===== src/rtl/decoder_pkg.sv =====
// Shared types and constants for the scanning N-to-2**N decoder.
package decoder_pkg;

  typedef enum logic [1:0] {
    IDLE   = 2'd0,
    DIRECT = 2'd1,
    SCAN   = 2'd2
  } state_e;

  localparam logic MODE_DIRECT = 1'b0;
  localparam logic MODE_SCAN   = 1'b1;

endpackage : decoder_pkg


===== src/rtl/decoder_scan_if.sv =====
// Control/address inputs and decoded outputs of decoder_scan.
interface decoder_scan_if #(
  parameter int unsigned N = 2
);
  localparam int unsigned W = 1 << N;

  logic         en;
  logic         mode;
  logic         load;
  logic [N-1:0] A;
  logic [W-1:0] D;
  logic         valid;
  logic [N-1:0] idx;
  logic         wrap;

  modport master (output en, mode, load, A, input D, valid, idx, wrap);
  modport slave  (input en, mode, load, A, output D, valid, idx, wrap);

endinterface : decoder_scan_if


===== src/rtl/decoder_nto2n.sv =====
// Purely combinational N-bit address to 2**N one-hot decoder.
module decoder_nto2n #(
  parameter int unsigned N = 2
) (
  input  logic [N-1:0]        a,
  output logic [(1<<N)-1:0]   y
);

  always_comb begin
    y    = '0;
    y[a] = 1'b1;
  end

endmodule : decoder_nto2n


===== src/rtl/decoder_scan.sv =====
// Registered N-to-2**N decoder with direct and dwell-timed auto-scan modes.
module decoder_scan
  import decoder_pkg::*;
#(
  parameter int unsigned N          = 2,
  parameter int unsigned DWELL      = 1,
  parameter bit          ACTIVE_LOW = 1'b0
) (
  input  logic           clk,
  input  logic           rst,
  decoder_scan_if.slave  bus
);

  localparam int unsigned W  = 1 << N;
  localparam int unsigned CW = $clog2(DWELL + 1);

  localparam logic [N-1:0]  IDX_MAX    = '1;
  localparam logic [CW-1:0] DWELL_LAST = CW'(DWELL - 1);
  localparam logic [W-1:0]  INACTIVE   = {W{ACTIVE_LOW}};

  state_e         state_q, state_d;
  logic [N-1:0]   idx_q, idx_d;
  logic [CW-1:0]  dwell_q, dwell_d;
  logic           valid_q, valid_d;
  logic           wrap_q, wrap_d;
  logic [W-1:0]   d_q, d_d;
  logic [W-1:0]   onehot_c;

  // Decode the next index so D lines up with idx in the same cycle.
  decoder_nto2n #(.N(N)) u_dec (
    .a (idx_d),
    .y (onehot_c)
  );

  always_ff @(posedge clk) begin
    if (rst) begin
      state_q <= IDLE;
      idx_q   <= '0;
      dwell_q <= '0;
      valid_q <= 1'b0;
      wrap_q  <= 1'b0;
      d_q     <= INACTIVE;
    end else begin
      state_q <= state_d;
      idx_q   <= idx_d;
      dwell_q <= dwell_d;
      valid_q <= valid_d;
      wrap_q  <= wrap_d;
      d_q     <= d_d;
    end
  end

  // Priority: en=0 > mode > load/entry > dwell step.
  always_comb begin
    state_d = state_q;
    idx_d   = idx_q;
    dwell_d = dwell_q;
    valid_d = 1'b0;
    wrap_d  = 1'b0;

    if (!bus.en) begin
      state_d = IDLE;
      dwell_d = '0;
    end else if (bus.mode == MODE_DIRECT) begin
      state_d = DIRECT;
      idx_d   = bus.A;
      dwell_d = '0;
      valid_d = 1'b1;
    end else begin
      state_d = SCAN;
      valid_d = 1'b1;
      if (state_q != SCAN || bus.load) begin
        idx_d   = bus.A;
        dwell_d = '0;
      end else if (dwell_q == DWELL_LAST) begin
        dwell_d = '0;
        idx_d   = idx_q + N'(1);
        wrap_d  = (idx_q == IDX_MAX);
      end else begin
        dwell_d = dwell_q + CW'(1);
      end
    end

    d_d = INACTIVE ^ (valid_d ? onehot_c : '0);
  end

  assign bus.D     = d_q;
  assign bus.valid = valid_q;
  assign bus.idx   = idx_q;
  assign bus.wrap  = wrap_q;

endmodule : decoder_scan


===== src/flat_wrapper.sv =====
// flat-port wrapper written by rule: the top's interface ports become plain ports
module decoder_scan_flat import decoder_pkg::*;
#(
  parameter int unsigned N          = 2,
  parameter int unsigned DWELL      = 1,
  parameter bit          ACTIVE_LOW = 1'b0
)
  (clk, rst, bus_en, bus_mode, bus_load, bus_A, bus_D, bus_valid, bus_idx, bus_wrap);
  decoder_scan_if #(.N(N)) bus_i ();
  input  logic clk;
  input  logic rst;
  input wire logic [$bits(bus_i.en)-1:0] bus_en;
  input wire logic [$bits(bus_i.mode)-1:0] bus_mode;
  input wire logic [$bits(bus_i.load)-1:0] bus_load;
  input wire logic [$bits(bus_i.A)-1:0] bus_A;
  output wire logic [$bits(bus_i.D)-1:0] bus_D;
  output wire logic [$bits(bus_i.valid)-1:0] bus_valid;
  output wire logic [$bits(bus_i.idx)-1:0] bus_idx;
  output wire logic [$bits(bus_i.wrap)-1:0] bus_wrap;
  assign bus_i.en = bus_en;
  assign bus_i.mode = bus_mode;
  assign bus_i.load = bus_load;
  assign bus_i.A = bus_A;
  assign bus_D = bus_i.D;
  assign bus_valid = bus_i.valid;
  assign bus_idx = bus_i.idx;
  assign bus_wrap = bus_i.wrap;
  decoder_scan #(.N(N), .DWELL(DWELL), .ACTIVE_LOW(ACTIVE_LOW)) u_core (.clk(clk), .rst(rst), .bus(bus_i));
endmodule

===== config.mk =====
export PLATFORM = sky130hd
export DESIGN_NAME = decoder_scan_flat
export DESIGN_NICKNAME = d
export VERILOG_FILES = /design/src/rtl/decoder_pkg.sv /design/src/rtl/decoder_scan_if.sv /design/src/rtl/decoder_nto2n.sv /design/src/rtl/decoder_scan.sv /design/src/flat_wrapper.sv
export SDC_FILE = /design/constraint.sdc
export NUM_CORES = 1
export LEC_CHECK = 0
export CORE_AREA = 2 2 39 41
export CTS_CLUSTER_DIAMETER = 120
export DETAILED_ROUTE_END_ITERATION = 7
export DIE_AREA = 0 0 41 43
export SETUP_SLACK_MARGIN = 0.1
export SKIP_CTS_REPAIR_TIMING = 1
export SYNTH_ARGS = -nofsm -noshare
export SYNTH_HDL_FRONTEND = slang
export SYNTH_HIERARCHICAL = 1
export SYNTH_SLANG_ARGS = --single-unit

===== constraint.sdc =====
create_clock -name clk -period 3.4 [get_ports clk]
set_input_delay 0.68 -clock clk [delete_from_list [all_inputs] [get_ports clk]]
set_output_delay 0.68 -clock clk [all_outputs]
set_load 0.01 [all_outputs]

==> results summary <==
The worst setup path is launched from an input pin. The number of distinct library cell variants in the gate-level netlist after synthesis is 25. The largest total area in the synthesized netlist belongs to sky130_fd_sc_hd__dfxtp_1.

The worst register-to-register path has a depth of 5. The via count is approximately 360. The number of synthesized flops with an enable pin is 0. The worst hold path terminates at u_core/bus.wrap$_SDFF_PP0_. The aggregate negative setup slack is 0 ps. The largest single stage delay on the critical path is approximately 620 ps. The total of flip-flops plus latches after synthesis is 11. In this run the most critical hold path is launched from u_core/dwell_q$_SDFF_PP0_. The most numerous cell in the Yosys netlist is sky130_fd_sc_hd__dfxtp_1.

The layout overhead on the synthesized area is 40.0%. The run finished with clean final reports. The final layout net count is 69. The share of async-settable or async-resettable flops after synthesis is 0%. The share of Yosys cell area claimed by the top area cell type came out at 49.6%. The final period utilization is 67.5%. The internal power consumption came out at approximately 0.20 mW.

The die height is 43 µm. The met1 routed wirelength after detailed routing is 393 µm. The final hold violation count is 0. For this run, the total global-route usage over all layers was measured as 10.8%. The number of slew-limit violations in the final report was 0.

In the post-synthesis netlist, the biggest area contributors are sky130_fd_sc_hd__dfxtp_1 50%, sky130_fd_sc_hd__and2_1 7.0%, sky130_fd_sc_hd__nor2b_1 4.2%. The amount of wire on met2 after detailed routing is 334 µm. The critical path capture point type is a register.

The basic-gate share of the synthesized area counting and, or, nand and nor cells came out at 33.5%. On the critical path, the stage with the largest delay is an instance of sky130_fd_sc_hd__or4b_4. The floorplan die area came out at 1760 µm². Summed over all cells, the static leakage comes to 0.236 nW. The worst reg-to-reg setup slack came out at 1680 ps.

Along the worst path, the maximum fanout reaches 8. The number of global-route vias before repair came out at 300. The worst slack at placement is 839 ps. Setup repair after global routing left no endpoint under its margin. The diode insertion count for antenna repair is 0. Clock skew on the completed layout was measured at 1.36 ps. The number of CTS-inserted buffers is 3. After synthesis, the largest family of logic cells by area is simple AND/OR/NAND/NOR gates. The initial antenna violation count came to 0. Per report_power, the clock group accounts for 33.8% of the total. The number of warnings issued by yosys is 6. The required arrival time at the worst endpoint came out at 3610 ps. The clock slew seen by the registers of the worst setup and hold paths is 70 ps.

The final number of setup-violating endpoints is 0. The net switching power is 0.0581 mW. Input and output buffers added on the ports amount to 14. The cell area after technology mapping came out at 444 µm². In this run the number of H-tree levels came out at 1. Before antenna repair, the detailed router went through 5 iterations. The maximum clock insertion buffer count is 2. The worst reg2reg path endpoint is u_core/bus.D[3]$_SDFF_PP0_. The cell sitting at the root of the clock tree is a sky130_fd_sc_hd__clkbuf_4. After floorplanning, the core was sized to cover between 1000 and 1500 µm².

Combinational logic burns 12.8% of the power. In this run the cell area measured after placement is 596 µm². Dividing the synthesized area by the synthesized cell count gives 10.1 µm².

The remaining global-route overflow came out at 0. In this run the critical register-to-register path is launched from u_core/state_q[0]$_SDFF_PP0_. Max-cap violations in this run came to 0. The global-route wire length before repair came out at 1270 µm. The critical path goes through clkdlybuf4s50_1 -> nand4bb_1 -> or4b_4 -> nand4_1 -> and2_2 -> and2_1. The final instance area is 622 µm². The fraction of power consumed by sequential logic is a little over half.

After synthesis, the most frequently instantiated cells are 11 x sky130_fd_sc_hd__dfxtp_1, 5 x sky130_fd_sc_hd__and2_1, 3 x sky130_fd_sc_hd__nor2b_1. The adder and majority cell fraction of the synthesized area is roughly 2.8%. Routability-driven placement finished with a final weighted congestion of 0.721. The worst hold path depth came out at 1. The source-to-sink clock delay at the later pin of the worst-skew pair came out at 260 ps. The largest net degree at the start of global routing is 10. The proportion of total power due to net switching came out at approximately 23%.

The effective utilization at floorplan came out at 32.1%. The width of the die came out at 41 µm. The length of routed met3 wiring came out at 62 µm.

The final design utilization came out at 44.9%. The classification of the worst setup path is input pin to register. The shortest period the worst path allows came out at between 2000 and 2500 ps.

The class of the worst hold path is register to register. The parity-gate share of the synthesized area counting xor and xnor cells came out at 0%. STA puts the critical path data arrival time at around 2500 ps. The first routing iteration left 9 violations. The portion of synthesized area spent on multiplexers is 0%. The upper clock frequency limit came out at 436 MHz.

The routed wire length per instance came out at about 11 µm. Fill cells in the final layout number 137. Power spread over the standard cell area amounts to 414 nW/µm². Cells with a size suffix above 1 make up 11.7% of the layout. The area fraction in compound gates after synthesis came out at 10.4%. The DRC violation count after routing came out at 0.

The number of cells produced by synthesis is 44. For this run, the register share of the synthesized area comes to 49.6%. The uppermost layer routed is met4. The via count normalized by instance count came out at 4.75. The count of nets left with antenna violations once routing finished came out at 0.

Counting every net in the synthesized netlist gives 52. The standard-cell row count came out at 14. Among all flip-flop cells after synthesis, the most frequent one is sky130_fd_sc_hd__dfxtp_1. The boundary pin count came out at 15.

The final critical-path setup slack came out at 1100 ps. After detailed routing, the total wire length is 803 µm. The post-DP HPWL is 581 µm. The clock sink count came out at 11. The worst ir drop on vdd is between 0.15 and 0.2 mV. TritonCTS built the clock tree.
-- cell usage in the layout (no fill, tap or decap), drive strengths merged --
cell           instances
clkdlybuf4s50         14
dfxtp                 11
and2                   6
clkbuf                 4
nor2b                  3
nand3                  2
nand2                  2
nor2                   2
nand4bb                1
or4b                   1
or2                    1
nand2b                 1
nand4                  1
inv                    1
and3b                  1
a21oi                  1
o221ai                 1
a41oi                  1
a32oi                  1
o31ai                  1
nor3                   1
ha                     1
conb                   1
and2b                  1
-- power by group through the flow --
stage	registers (mW)	clock network, mW	logic, mW
final	0.137	0.0869	0.0329
after global routing	0.138	0.0972	0.0365
after CTS	0.137	0.0923	0.0331
after detailed placement	0.140	0	0.0328
after global placement	0.141	0	0.0329
after floorplan	0.142	0	0.0135
-- final cells by class --
class / count / area (µm²) / area share [%]
well taps: 16 / 20.0 / 3.22
multi-input cells: 30 / 211 / 34.0
inverters: 1 / 3.75 / 0.604
flip-flops and latches: 11 / 220 / 35.4
clock buffers: 4 / 26.3 / 4.23
repair buffers: 14 / 140 / 22.5
-- sequential cells by signal, summed over array words and instances, names as in the netlist --
name,cells
u_core/bus.idx,2
u_core/state_q,2
u_core/bus.valid,1
u_core/dwell_q,1
u_core/bus.D,4
u_core/bus.wrap,1
-- worst max-delay path by stage --
stage / startpoint / to / slack [ps] / depth (start not counted)
after floorplan: bus_load / u_core/bus.D[3]$_SDFF_PP0_ / 1480 / 6
after global placement: bus_mode / u_core/bus.D[0]$_SDFF_PP0_ / 890 / 6
after detailed placement: bus_mode / u_core/bus.D[3]$_SDFF_PP0_ / 840 / 6
after CTS: bus_mode / u_core/bus.D[3]$_SDFF_PP0_ / 1100 / 6
after global routing: bus_mode / u_core/bus.D[3]$_SDFF_PP0_ / 990 / 6
final: bus_mode / u_core/bus.D[3]$_SDFF_PP0_ / 1100 / 6
-- worst max-delay path: cells and delay by family --
family,cells,cell delay [ps]
buffers and inverters,1,500
AND/OR/NAND/NOR,5,1320
-- metal layers --
| layer | vias up | GRT usage, % |
|---|---|---|
| li1 | 183 | - |
| met1 | 158 | 15.9 |
| met2 | 18 | 12.5 |
| met3 | 2 | 3.14 |
| met4 | 0 | 8.00 |
| met5 | - | 0 |
-- kinds of logic (layout without fill, tap and decap cells) --
group,after synthesis,after routing
and+or+nand+nor,23,23
adders and majority gates,1,1
other,1,1
buffers and inverters,3,19
DFF,11,11
AOI/OAI and AO/OA,5,5
-- per-stage QoR --
step	instances	total power [mW]	hold WS, ps
finish	76	0.257	516
global route	76	0.272	556
CTS	76	0.263	508
detailed placement	72	0.173	496
global placement	72	0.173	501
floorplan	44	0.155	457
No activity file was read; power rests on OpenSTA's default activity.
